**src/rtl/rr_arbiter4.sv**
```systemverilog
// Four-way round-robin arbiter with registered one-hot grant, encoded index,
// owner hold limit and a one-cycle pulse on forced handover.
module rr_arbiter4 #(
  parameter int unsigned MAX_HOLD = 8
) (
  input  logic       clk,
  input  logic       rst_n,
  input  logic [3:0] req,
  input  logic       done,
  output logic [3:0] gnt,
  output logic [1:0] gnt_id,
  output logic       gnt_valid,
  output logic       timeout
);

  localparam int unsigned N  = 4;
  localparam int unsigned IW = 2;
  localparam int unsigned CW = 8;

  typedef enum logic {S_IDLE, S_GRANT} state_t;

  state_t          r_state, w_state_nxt;
  logic [IW-1:0]   r_ptr, w_ptr_nxt;
  logic [CW-1:0]   r_hold_cnt, w_hold_nxt;
  logic [N-1:0]    r_gnt, w_gnt_nxt;
  logic [IW-1:0]   r_gnt_id, w_gnt_id_nxt;
  logic            r_valid, w_valid_nxt;
  logic            r_timeout, w_timeout_nxt;

  logic [N-1:0]    w_arb_req;
  logic [IW-1:0]   w_arb_base;
  logic [IW-1:0]   w_idx;
  logic [IW-1:0]   w_win_id;
  logic            w_win_found;
  logic            w_hold_last;
  logic            w_owner_rel;
  logic            w_release;

  // While granted, arbitration only matters at release: base is owner+1 and
  // the owner is masked so it cannot immediately win again.
  always_comb begin
    w_arb_base  = (r_state == S_GRANT) ? IW'(r_gnt_id + IW'(1)) : r_ptr;
    w_arb_req   = (r_state == S_GRANT) ? (req & ~r_gnt) : req;
    w_win_found = 1'b0;
    w_win_id    = '0;
    w_idx       = '0;
    for (int k = 0; k < N; k++) begin
      w_idx = IW'(w_arb_base + IW'(k));
      if (!w_win_found && w_arb_req[w_idx]) begin
        w_win_found = 1'b1;
        w_win_id    = w_idx;
      end
    end
  end

  always_comb begin
    w_hold_last = (r_hold_cnt == CW'(MAX_HOLD - 1));
    w_owner_rel = done | ~req[r_gnt_id];
    w_release   = w_owner_rel | w_hold_last;
  end

  // Next-state and next-output logic
  always_comb begin
    w_state_nxt   = r_state;
    w_ptr_nxt     = r_ptr;
    w_hold_nxt    = r_hold_cnt;
    w_gnt_nxt     = r_gnt;
    w_gnt_id_nxt  = r_gnt_id;
    w_valid_nxt   = r_valid;
    w_timeout_nxt = 1'b0;
    case (r_state)
      S_IDLE: begin
        if (w_win_found) begin
          w_state_nxt  = S_GRANT;
          w_gnt_nxt    = N'(1) << w_win_id;
          w_gnt_id_nxt = w_win_id;
          w_valid_nxt  = 1'b1;
          w_hold_nxt   = '0;
        end
      end
      S_GRANT: begin
        w_hold_nxt = CW'(r_hold_cnt + CW'(1));
        if (w_release) begin
          w_ptr_nxt     = IW'(r_gnt_id + IW'(1));
          w_timeout_nxt = ~w_owner_rel;
          w_hold_nxt    = '0;
          if (w_win_found) begin
            w_gnt_nxt    = N'(1) << w_win_id;
            w_gnt_id_nxt = w_win_id;
            w_valid_nxt  = 1'b1;
          end else begin
            w_state_nxt  = S_IDLE;
            w_gnt_nxt    = '0;
            w_gnt_id_nxt = '0;
            w_valid_nxt  = 1'b0;
          end
        end
      end
      default: w_state_nxt = S_IDLE;
    endcase
  end

  always_ff @(posedge clk or negedge rst_n) begin
    if (!rst_n) begin
      r_state    <= S_IDLE;
      r_ptr      <= '0;
      r_hold_cnt <= '0;
      r_gnt      <= '0;
      r_gnt_id   <= '0;
      r_valid    <= 1'b0;
      r_timeout  <= 1'b0;
    end else begin
      r_state    <= w_state_nxt;
      r_ptr      <= w_ptr_nxt;
      r_hold_cnt <= w_hold_nxt;
      r_gnt      <= w_gnt_nxt;
      r_gnt_id   <= w_gnt_id_nxt;
      r_valid    <= w_valid_nxt;
      r_timeout  <= w_timeout_nxt;
    end
  end

  assign gnt       = r_gnt;
  assign gnt_id    = r_gnt_id;
  assign gnt_valid = r_valid;
  assign timeout   = r_timeout;

endmodule

```
**config.mk**
```make
export PLATFORM = sky130hd
export DESIGN_NAME = rr_arbiter4
export DESIGN_NICKNAME = d
export VERILOG_FILES = /design/src/rtl/rr_arbiter4.sv
export SDC_FILE = /design/constraint.sdc
export NUM_CORES = 1
export LEC_CHECK = 0
export ABC_AREA = 1
export ABC_CLOCK_PERIOD_IN_PS = 2190
export BUFFER_PORTS_ARGS = -buffer_cell sky130_fd_sc_hd__buf_2
export CORE_AREA = 2 2 56 58
export DETAILED_ROUTE_END_ITERATION = 8
export DIE_AREA = 0 0 58 60
export GPL_TIMING_DRIVEN = 0
export PLACE_DENSITY = 0.65
export SYNTH_ARGS = -nofsm -noshare
export SYNTH_HDL_FRONTEND = slang
export SYNTH_SLANG_ARGS = --single-unit
```
**constraint.sdc**
```tcl
create_clock -name clk -period 2.19 [get_ports clk]
set_clock_uncertainty 0.2 [all_clocks]
set_input_delay 0.1095 -clock clk [delete_from_list [all_inputs] [get_ports clk]]
set_output_delay 0.1095 -clock clk [all_outputs]
set_load 0.01 [all_outputs]
```
# Word level (Yosys, flattened, before mapping)
# Index checks and enable logic that the tools add are counted.
[totals]
reg_bits = 19
in_bits = 7
elab_cells = 75
[op_classes]
add_sub_neg = 5
magnitude_cmp = 5
n_eq_ne = 3
shifts = 1
mux = 39
bitwise_logic = 7
n_reduce_logical = 8
[ops]
columns = ["op", "count"]
rows = [
  ["2-to-1 mux 2 bit", 8],
  ["2-to-1 mux 4 bit", 4],
  ["2-to-1 mux 8 bit", 2],
  ["case mux 8 bit (2 select lines)", 1],
  ["< comparator 2 x 3 -> 1 bit (second input constant)", 5],
  ["2-to-1 mux 1 bit", 15],
  ["binary-select mux 1 bit (select 2 bit)", 5],
  ["adder 8 x 1 -> 8 bit (second input constant)", 1],
  ["== test 8 x 3 -> 1 bit (second input constant)", 1],
  ["case mux 4 bit (2 select lines)", 1],
  ["adder 2 x 1 -> 2 bit (second input constant)", 2],
  ["adder 2 bit (second input constant)", 2],
  ["bitwise AND 4 bit", 1],
  ["NOT 4 bit", 1],
  ["case mux 1 bit (2 select lines)", 2],
  ["case mux 2 bit (2 select lines)", 1],
  ["AND reduction 2 bit", 2],
  ["<< shifter 1 x 2 -> 4 bit (first input constant)", 1],
  ["logical AND 1 bit", 3],
  ["zero test 1 bit", 3],
  ["NOT 1 bit", 3],
  ["inequality test 2 x 1 -> 1 bit (second input constant)", 1],
  ["inequality test 2 bit (second input constant)", 1],
  ["OR 1 bit", 2],
]

# Logic depth before layout (Yosys ltp)
# Gate-level depths: netlist of run 1.
[depth]
word_depth = 19
depth_mapped = 16
ltp_nobuf = 15

# Least setup slack after synthesis of run 1
# OpenSTA, ideal clock, no wires.
[synth_timing]
kind = "reg-to-reg"
startpoint = "register r_state"
endpoint = "register r_gnt_id[1], in the netlist gnt_id[1]"
arrival_ns = 1.596
required_ns = 1.867
setup_slack_ns = 0.271
path_stages_with_launch = 13
n_path_buf = 1
cell_sequence = "dfrtp_1 > buf_6 > or2_1 > nand3_2 > nand2_1 > nand2_1 > nand2_2 > nor2_4 > nand4_4 > nand2_4 > inv_2 > nand2_1 > o21ai_1"
[synth_between]
elab_chain_len = 16
elab_cells_between_ends = 35
[synth_rtl]
columns = ["item", "line", "text"]
rows = [
  ["from (decl)", "22", "state_t r_state, w_state_nxt;"],
  ["from (signal assigned)", "113", "r_state <= w_state_nxt;"],
  ["branches (longest 16 deep; another with adder 2 x 1 -> 2 bit)", "--", ""],
  ["to (signal assigned)", "117", "r_gnt_id <= w_gnt_id_nxt;"],
  ["to (decl)", "26", "logic [IW-1:0] r_gnt_id, w_gnt_id_nxt;"],
]
# Parallel ways; which one is timed is not known. The select of a mux whose other input is x is not followed.
# A chain may end at the register's enable or synchronous reset.

# Worst setup path after layout of run 1
# Ends and elaborated chain as after synthesis.

==> impl_metrics.csv, run 1 <==
group,metric,value,unit
setup_path,critPathLaunch,"r_state",
pwr,switchingPower,1.48,mW
pwr,p_per_area,1630,mW/mm²
cts,worstSkewPairLatency,0.29,ns
layout,antennaDiodeCount,0,
setup_path,worst_setup_path_start_kind,"register",
pwr,max-vdd-ir-drop,0.960,mV
timing,worst_slew_pin_slew,0.417,ns
pwr,netSwitchingFraction,53.8,%
setup_path,critPathSlowestCell,"dfrtp_2",
timing,fin_setup_tns,0,ns
floorplan,dieWidth,58,µm
synth,syn_nets,193,
setup_path,rr_worst_depth,12,
placed_design,dp_cells,232,
layout,syn_to_final_growth,26.6,%
timing,finalHoldViolCount,0,
setup_path,r2r_start,"r_state",
synth,avgSynthCellArea,7.20,µm²
detailed_routing,vias_per_cell,5.37,
detailed_routing,drc,0,
setup_path,slowest_delay,0.49,ns
global_route,antenna_found_initial,0,
detailed_routing,totalWireLength,3250,µm
synth,netlist_area,0.00133,mm²
pwr,leakagePower,0.831,nW
synth,yosys.cell_types.count,26,
cts,clk_pin_slew,0.10,ns
cts,cts_tree,"built",
placed_design,gp_congestion,0.839,
cts,clock_path_buffers,2,
placed_design,io_buffer_count,14,
pwr,p_int,1.27,mW
layout,layout_commonest_cell,"nand2_1",
floorplan,die_area,0.00348,mm²
detailed_routing,first_pass_iters,4,
setup_path,cpMostUsedCell,"nand2_2",
timing,rsz0062_at_grt,"yes",
placed_design,dp_hpwl,2290,µm
cts,clockRootBuffer,"clkbuf_4",
detailed_routing,drt_iter0_markers,60,
timing,setup_ws,0.0441,ns
global_route,grt_usage,19.4,%
floorplan,rows,20,
global_route,grt_pass1_wl,5260,µm
worst_hold_path,hold_path.class,"primary input to async pin",
setup_path,endpoint_kind,"register",
pwr,power,2.75,mW
detailed_routing,postRouteAntennaNets,0,
timing,max_slew_margin,72.2,%
pwr,clkPwrFrac,6.4,%
layout,layout.cells.non_filler,249,
setup_path,crit_chain,"buf_8 -> or2_1 -> nand3_2 -> nand2_2 -> nand2_2 -> nand2_2 -> nor2_4 -> nand4_4 -> nand2_4 -> inv_4 -> nand2_2 -> o21ai_1",
global_route,grt_max_degree,20,
synth,synth_seq_area_share,35.7,%
layout,postLayoutCoreUtil,58.1,%
outcome,status,"completed",
setup_path,cp.required,2.18,ns
layout,nNetsFinal,225,
layout,post_route_cells_drive_above_1_share,33.3,%
setup_path,arrival,2.13,ns
cts,cts_sinks,19,
setup_path,crit_fanout,8,
pwr,pwr-share-comb,73.4,%
floorplan,start_util,45.9,%
setup_path,critPathKind,"register to register",
timing,finalWorstPathRequiredPeriod,2.15,ns
synth,synth_cells,185,
layout,layout_common_cells,"nand2_1 (58), dfrtp_1 (17), inv_1 (15), buf_2 (14), nand2_2 (13)",
detailed_routing,wl_per_cell,13.0,µm
job,drv_cap,0,
timing,setup_viol,0,
detailed_routing,via_count,1337,
synth,synth-seq-cells,19,
global_route,grt_remaining_overflow,0,
timing,period_share,98.0,%
placed_design,dpl_worst_slack,0.0201,ns
timing,max_freq,0.466,GHz
timing,drv_slew,0,
floorplan,coreArea,0.00290,mm²
global_route,grt_pass1_vias,1216,
floorplan,io_pins,15,
cts,cts_buffers,3,
synth,synth_warnings,0,
pwr,p_seq_share,20.2,%
floorplan,dieHeight,60,µm
cts,htreeDepth,1,
-- worst paths after layout --
check                           endpoint  slack [ns]
max in group asynchronous      gnt_id[0]        1.41
max reg2reg                    gnt_id[1]        0.04
min reg2reg                    gnt_valid        0.29
min in group clk                 timeout        0.07
min                        r_hold_cnt[5]        0.06
max                            gnt_id[1]        0.04
-- registers in the layout, indices dropped and copies added (netlist names) --
register	cells
gnt_valid	1
gnt	4
gnt_id	2
r_state	1
r_ptr	2
timeout	1
r_hold_cnt	8
-- cells in the mapped netlist --
master    count  area (µm²)
nand2_1      67         251
dfrtp_1      19         475
inv_1        16        60.1
nand3_1      12        60.1
o21ai_0      12        60.1
nor2_1        6        22.5
inv_2         5        18.8
nand2_2       5        31.3
o21ai_2       5        43.8
xor2_1        5        43.8
a21oi_1       4        20.0
nand3_2       4        40.0
nand4_1       4        25.0
nand2_4       3        33.8
nor3_1        3        15.0
nor4_1        2        12.5
o21ai_1       2        10.0
o22ai_1       2        12.5
o32ai_1       2        17.5
buf_6         1        11.3
ha_1          1        12.5
nand3b_1      1        7.51
nand4_4       1        21.3
nor2_4        1        11.3
or2_1         1        6.26
xnor2_1       1        8.76
-- power by group through the flow --
stage                     Clock, mW  Sequential, mW  Combinational (mW)
after global placement            0           0.550                1.48
final                         0.175           0.555                2.02
after floorplan                   0           0.554                1.20
after CTS                     0.181           0.551                1.54
after global routing          0.195           0.567                2.24
after detailed placement          0           0.554                1.52
-- final cells by class --
class	instances	area [µm²]
buffer	1	15.0
sequential	19	478
tap	33	41.3
clock buffer	4	26.3
multi-input combinational	144	866
fill	272	1220
inverter	21	83.8
timing repair buffer	27	176
-- kinds of logic after synthesis --
| group | Yosys count | share of synthesized area (%) |
|---|---|---|
| fa+ha+maj | 1 | 0.939 |
| xor+xnor | 6 | 3.94 |
| flops | 19 | 35.7 |
| compound gates | 27 | 12.3 |
| simple gates | 110 | 40.4 |
| buf+inv | 22 | 6.76 |
-- through the flow --
step           cell area (µm²)  hold slack, ns
2_1_floorplan             1330          -0.386
3_3_place_gp              1440          -0.134
3_5_place_dp              1440          -0.127
4_1_cts                   1500          0.0690
5_1_grt                   1690          0.0966
6_report                  1690          0.0633
-- critical path: cells and delay by family (launching register included) --
kind            cells  cell delay (ns)
flops               1             0.49
buf+inv             2             0.22
simple gates        9             1.07
compound gates      1             0.06
-- per-layer routing --
layer / global-route usage [%] / vias to the layer above / part of all wire [%]
li1: - / 669 / -
met1: 26.8 / 622 / 47
met2: 31.2 / 40 / 47
met3: 3.46 / 6 / 5.4
met4: 5.32 / 0 / 0.89
met5: 0 / - / 0
-- what timing repair did --
item,in CTS,in global routing
hold endpoints to repair,20,0
pin swaps,0,13
resized for setup,1,30
setup buffers,0,11
hold buffers,2,0
endpoints found under the setup margin,1,13
Note: power is estimated with default switching activity, not from simulation.
==> run 2: changes to the inputs <==
==> config.mk (replaced) <==
export PLATFORM = sky130hd
export DESIGN_NAME = rr_arbiter4
export DESIGN_NICKNAME = d
export VERILOG_FILES = /design/src/rtl/rr_arbiter4.sv
export SDC_FILE = /design/constraint.sdc
export NUM_CORES = 1
export LEC_CHECK = 0
export ABC_CLOCK_PERIOD_IN_PS = 2190
export BUFFER_PORTS_ARGS = -buffer_cell sky130_fd_sc_hd__buf_2
export CORE_AREA = 2 2 52 54
export DETAILED_ROUTE_END_ITERATION = 8
export DIE_AREA = 0 0 54 56
export GPL_TIMING_DRIVEN = 0
export PLACE_DENSITY = 0.67
export SYNTH_ARGS = -nofsm -noshare
export SYNTH_HDL_FRONTEND = slang
export SYNTH_SLANG_ARGS = --single-unit
==> run 2 against run 1 <==
Sequential cell count stayed put. Global-route usage is 0.071 points lower. Sequential power is 3.8% lower. Synthesized area is 12% lower. Via count is 28% lower. Critical path depth is 7 lower. Critical path type unchanged. Largest power group unchanged. Highest routed layer unchanged.
==> impl_metrics.csv, run 2 <==
group,metric,value,unit
cts,htreeDepth,1,
detailed_routing,drt_iter0_markers,29,
layout,layout_common_cells,"dfrtp_1 (19), buf_2 (13), nand2_1 (11), o21ai_1 (8)",
pwr,clkPwrFrac,12.0,%
global_route,grt_max_degree,20,
global_route,grt_usage,19.3,%
cts,clockRootBuffer,"clkbuf_4",
synth,netlist_area,0.00117,mm²
detailed_routing,vias_per_cell,5.64,
pwr,max-vdd-ir-drop,0.509,mV
global_route,antenna_found_initial,0,
cts,cts_buffers,3,
layout,fin_area,0.00135,mm²
placed_design,io_buffer_count,13,
layout,post_route_cells_drive_above_1_share,29.3,%
timing,setup_ws,0.103,ns
timing,drv_slew,0,
layout,postLayoutCoreUtil,55.3,%
setup_path,endpoint_kind,"register",
timing,finalWorstPathRequiredPeriod,2.09,ns
job,drv_cap,0,
synth,synth_edf_count,0,
layout,fillers,215,
synth,synthAdderAreaFrac,1.07,%
synth,avgSynthCellArea,9.75,µm²
synth,synth-main-ff-cell,"dfrtp_1",
timing,setup_viol,0,
synth,synth_top_family_by_area,"simple AND/OR/NAND/NOR gates",
synth,yosys-top-cells-count,"dfrtp_1 (19), nand2_1 (11), o21ai_0 (8), nand2b_1 (6), o21ai_1 (6)",
setup_path,crit_fanout,7,
floorplan,rows,18,
layout,antennaDiodeCount,0,
setup_path,cp.required,2.22,ns
pwr,switchingPower,0.594,mW
pwr,p_seq_share,36.8,%
timing,finalHoldViolCount,0,
synth,synth_warnings,0,
synth,synth_cells,120,
placed_design,place_area,0.00127,mm²
floorplan,dieHeight,56,µm
timing,max_freq,0.479,GHz
synth,synthTopCellsByArea,"dfrtp_1 (41%), nand2_1 (3.5%), o21ai_0 (3.4%)",
detailed_routing,first_pass_iters,4,
floorplan,start_util,48.1,%
layout,largest_reg_flops,8,
cts,cts_tree,"built",
layout,syn_to_final_growth,15.0,%
detailed_routing,drc,0,
setup_path,crit_cells,5,
global_route,grt_util_met3,2.69,%
synth,synth_top_area_share,40.6,%
pwr,leakagePower,0.609,nW
setup_path,crit_family,"simple AND/OR/NAND/NOR gates",
synth,synth_seq_area_share,40.6,%
layout,nNetsFinal,149,
cts,worstSkewPairLatency,0.29,ns
floorplan,coreArea,0.00243,mm²
outcome,status,"completed",
synth,synth-compound-area-share,21.6,%
synth,synth-seq-cells,19,
pwr,p_per_area,1080,mW/mm²
detailed_routing,postRouteAntennaNets,0,
global_route,grt_remaining_overflow,0,
cts,cts_sinks,19,
synth,synth.largest_area_cell,"dfrtp_1",
setup_path,rr_worst_depth,5,
global_route,met2_usage,27.9,%
synth,synthMuxAreaShare,4.60,%
floorplan,die_area,0.00302,mm²
setup_path,critPathKind,"register to register",
detailed_routing,wl_per_cell,14.4,µm
synth,synth-simple-area-share,26.4,%
layout,layout_commonest_cell,"dfrtp_1",
detailed_routing,totalWireLength,2450,µm
setup_path,slowest_delay,0.57,ns
placed_design,dpl_worst_slack,0.0390,ns
cts,clock_path_buffers,2,
global_route,grt_busiest_layer,"met1",
detailed_routing,via_count,958,
pwr,p_int,0.856,mW
pwr,netSwitchingFraction,41.0,%
setup_path,critPathSlowestCell,"or4_4",
worst_hold_path,hold_path.class,"primary input to async pin",
setup_path,arrival,2.12,ns
timing,worst_slew_pin_slew,0.907,ns
cts,clk_pin_slew,0.11,ns
layout,regMostFlops,"r_hold_cnt",
pwr,power,1.45,mW
pwr,pwr-share-comb,51.2,%
setup_path,worst_setup_path_start_kind,"register",
timing,max_slew_margin,39.0,%
synth,synth-async-reset-ratio,100,%
global_route,grt_pass1_vias,938,
placed_design,gp_congestion,0.761,
floorplan,io_pins,15,
synth,post_synth_xor_area_fraction,0.749,%
global_route,grt_use_met1,28.6,%
timing,period_share,95.3,%
placed_design,dp_hpwl,1900,µm
synth,syn_nets,128,
global_route,grt_pass1_wl,4370,µm
timing,rsz0062_at_grt,"yes",
synth,yosys.cell_types.count,46,
setup_path,crit_chain,"or4_4 -> nor3_4 -> nor2_2 -> nor4_4 -> a22o_2",
floorplan,dieWidth,54,µm
setup_path,path_buf_inv,0,
synth,synth.most_common_cell,"dfrtp_1",
## run 2: worst register-to-register path: stages, from the launching register on
cell and delay (ns):
dfrtp_1 0.43, or4_4 0.57, nor3_4 0.19, nor2_2 0.14, nor4_4 0.32, a22o_2 0.19
## run 2: power groups by stage
stage | clock network, mW | registers [mW] | logic [mW]
floorplan | 0 | 0.545 | 0.514
global route | 0.196 | 0.550 | 0.826
global placement | 0 | 0.538 | 0.692
CTS | 0.184 | 0.532 | 0.723
finish | 0.173 | 0.534 | 0.743
detailed placement | 0 | 0.538 | 0.708
## run 2: what timing repair did
item,4_1_cts,5_1_grt
hold buffers,2,0
gates resized for setup,1,6
pin swaps,0,1
buffers inserted,0,1
setup endpoints to repair,1,13
endpoints found under the hold margin,21,0
## run 2: cell type report
| class | count | area (µm²) | share of cell area (%) |
|---|---|---|---|
| Buffer | 5 | 40.0 | 2.98 |
| Clock buffer | 3 | 22.5 | 1.67 |
| Clock inverter | 1 | 5.00 | 0.372 |
| Inverter | 5 | 18.8 | 1.40 |
| Multi-Input combinational cell | 91 | 653 | 48.6 |
| Sequential cell | 19 | 475 | 35.3 |
| Tap cell | 30 | 37.5 | 2.79 |
| Timing Repair Buffer | 16 | 92.6 | 6.88 |
## run 2: cell families (layout without fill, tap and decap cells)
group,Yosys count,in the layout
buf+inv,10,30
fa+ha+maj,1,1
mux,4,4
compound gates,37,37
simple gates,48,48
xor+xnor,1,1
flops,19,19
## run 2: worst paths after layout
check	start	endpoint	slack [ns]
setup / recovery	r_hold_cnt[5]	gnt[3]	0.10
setup reg to reg	r_hold_cnt[5]	gnt[3]	0.10
hold / removal	rst_n	r_hold_cnt[4]	0.07
min in group clk	req[0]	r_state	0.08
max in group asynchronous	rst_n	gnt[3]	1.42
hold reg to reg	gnt_valid	gnt_valid	0.31
## run 2: stage by stage
step	std cells	setup TNS (ns)	hold WS, ns
after floorplan	120	0	-0.386
final	170	0	0.0686
after CTS	169	0	0.0647
after detailed placement	163	0	-0.131
after global placement	163	0	-0.134
after global routing	170	-0.00197	0.0811
## run 2: per-layer routing
layer	share of wire, %	wire length, µm	vias up
met5	0	0	-
met4	1.1	27	0
met3	2.5	61	4
met1	49	1200	452
li1	-	-	485
met2	47	1160	17
==> run 3: changes to the inputs <==
--- a/config.mk
+++ b/config.mk
@@ -5,13 +5,14 @@
 export SDC_FILE = /design/constraint.sdc
 export NUM_CORES = 1
 export LEC_CHECK = 0
-export ABC_CLOCK_PERIOD_IN_PS = 2190
+export ABC_CLOCK_PERIOD_IN_PS = 2400
 export BUFFER_PORTS_ARGS = -buffer_cell sky130_fd_sc_hd__buf_2
 export CORE_AREA = 2 2 52 54
 export DETAILED_ROUTE_END_ITERATION = 8
 export DIE_AREA = 0 0 54 56
 export GPL_TIMING_DRIVEN = 0
 export PLACE_DENSITY = 0.67
+export RECOVER_POWER = 25
 export SYNTH_ARGS = -nofsm -noshare
 export SYNTH_HDL_FRONTEND = slang
 export SYNTH_SLANG_ARGS = --single-unit
==> constraint.sdc (replaced) <==
create_clock -name clk -period 2.4 [get_ports clk]
set_clock_uncertainty 0.2 [all_clocks]
set_input_delay 0 -clock clk [delete_from_list [all_inputs] [get_ports clk]]
set_output_delay 0 -clock clk [all_outputs]
set_load 0.01 [all_outputs]
==> run 3 against run 2 <==
Maximum frequency is 5.1% lower. Sequential share of layout area about the same. Sequential power shrank 8.4%. Clock-buffer cell count is the same. Global-route usage grew 0.22 points. Largest power group unchanged. Sequential cell count unchanged. Die area unchanged. Wire length is 3.5% higher. Cell area about the same. Critical path depth unchanged.
==> impl_metrics.csv, run 3 (synthesis gave the netlist of run 2 again) <==
group,metric,value,unit
outcome,status,"completed",
pwr,switchingPower,0.535,mW
detailed_routing,drc,0,
setup_path,arrival,2.24,ns
placed_design,io_buffer_count,13,
layout,layout.cells.non_filler,173,
global_route,grt_use_met1,28.2,%
cts,clockRootBuffer,"clkbuf_4",
cts,clock_path_buffers,2,
setup_path,cp.required,2.44,ns
pwr,p_seq_share,37.8,%
placed_design,dp_hpwl,1900,µm
timing,setup_viol,0,
layout,syn_to_final_growth,15.1,%
detailed_routing,postRouteAntennaNets,0,
layout,regMostFlops,"r_hold_cnt",
cts,cts_buffers,3,
detailed_routing,totalWireLength,2540,µm
setup_path,critPathKind,"register to register",
pwr,p_int,0.757,mW
placed_design,dp_cells,163,
pwr,max-vdd-ir-drop,0.458,mV
timing,drv_slew,0,
timing,period_share,91.6,%
cts,cts_tree,"built",
pwr,pwr-share-comb,49.9,%
timing,rsz0062_at_grt,"no",
floorplan,coreArea,0.00243,mm²
detailed_routing,via_count,980,
cts,post_cts_buffers,0,
layout,postLayoutCoreUtil,55.3,%
setup_path,crit_fanout,7,
timing,max_slew_margin,40.5,%
floorplan,io_pins,15,
layout,post_route_cells_drive_above_1_share,18.9,%
floorplan,start_util,48.1,%
detailed_routing,first_pass_iters,5,
timing,finalHoldViolCount,0,
pwr,netSwitchingFraction,41.4,%
pwr,clkPwrFrac,12.3,%
setup_path,endpoint_kind,"register",
placed_design,gp_congestion,0.761,
layout,nNetsFinal,152,
global_route,grt_busiest_layer,"met2",
detailed_routing,drt_iter0_markers,28,
cts,cts_sinks,19,
global_route,grt_pass1_vias,959,
layout,layout_commonest_cell,"dfrtp_1",
layout,layout_common_cells,"dfrtp_1 (19), nand2_1 (11), clkbuf_1 (9), o21ai_0 (8)",
floorplan,dieHeight,56,µm
floorplan,rows,18,
detailed_routing,vias_per_cell,5.66,
global_route,met2_usage,28.9,%
setup_path,worst_setup_path_start_kind,"register",
pwr,p_per_area,960,mW/mm²
global_route,antenna_found_initial,0,
global_route,grt_remaining_overflow,0,
cts,htreeDepth,1,
layout,antennaDiodeCount,0,
timing,max_freq,0.455,GHz
layout,largest_reg_flops,8,
timing,worst_slew_pin_slew,0.885,ns
global_route,grt_max_degree,20,
floorplan,die_area,0.00302,mm²
floorplan,dieWidth,54,µm
global_route,grt_util_met3,2.69,%
worst_hold_path,hold_path.class,"primary input to register",
layout,fillers,221,
global_route,grt_pass1_wl,4420,µm
timing,fin_setup_tns,0,ns
global_route,grt_usage,19.5,%
job,drv_cap,0,
cts,worstSkewPairLatency,0.29,ns
detailed_routing,wl_per_cell,14.7,µm
cts,clk_pin_slew,0.11,ns
timing,finalWorstPathRequiredPeriod,2.20,ns
pwr,leakagePower,0.586,nW
==> run 3: what timing repair did <==
item / in CTS / in global routing
endpoints found under the hold margin: 26 / 0
hold buffers: 6 / 0
resized for setup: 0 / 0
==> run 3: per-stage QoR <==
stage / worst slack (ns) / area (µm²) / power (mW) / hold WS (ns)
3_5_place_dp: 0.249 / 1270 / 1.14 / -0.241
5_1_grt: 0.0232 / 1350 / 1.40 / 0.0473
2_1_floorplan: 0.372 / 1170 / 0.966 / -0.496
3_3_place_gp: 0.268 / 1270 / 1.12 / -0.244
4_1_cts: 0.209 / 1360 / 1.31 / 0.0218
6_report: 0.201 / 1350 / 1.29 / 0.0283
==> run 3: final cells by class <==
class,instances,area [µm²],area share (%)
timing repair buffer,19,115,8.55
clock inverter,1,5.00,0.372
sequential,19,475,35.3
tap,30,37.5,2.79
clock buffer,3,22.5,1.67
inverter,5,18.8,1.39
buffer,5,38.8,2.88
multi-input combinational,91,633,47.0
==> run 3: metal layers <==
metal / up-vias / share of wire, %
met4: 0 / 1.1
met3: 4 / 2.9
met5: - / 0
li1: 489 / -
met2: 24 / 46
met1: 463 / 50
==> run 3: worst paths after layout <==
kind                               start       endpoint  slack, ns  cells after the start
max                        r_hold_cnt[5]         gnt[3]       0.20                      5
min                               req[2]        r_state       0.03                      4
max reg2reg                r_hold_cnt[5]         gnt[3]       0.20                      5
min reg2reg                    gnt_valid      gnt_valid       0.31                      2
max in group asynchronous          rst_n         gnt[3]       0.80                      3
min in group asynchronous          rst_n  r_hold_cnt[5]       0.67                      3
==> run 3: power by group through the flow <==
stage	Combinational [mW]	Sequential (mW)	Clock (mW)
floorplan	0.469	0.497	0
global placement	0.631	0.491	0
detailed placement	0.646	0.491	0
CTS	0.658	0.485	0.167
global route	0.716	0.502	0.179
finish	0.645	0.489	0.159
==> run 3: worst max-delay path, cell delays in order (launching register included) <==
cell and delay [ns]:
dfrtp_1 0.43, or4_1 0.62, nor3_4 0.25, nor2_2 0.13, nor4_4 0.32, a22o_2 0.19
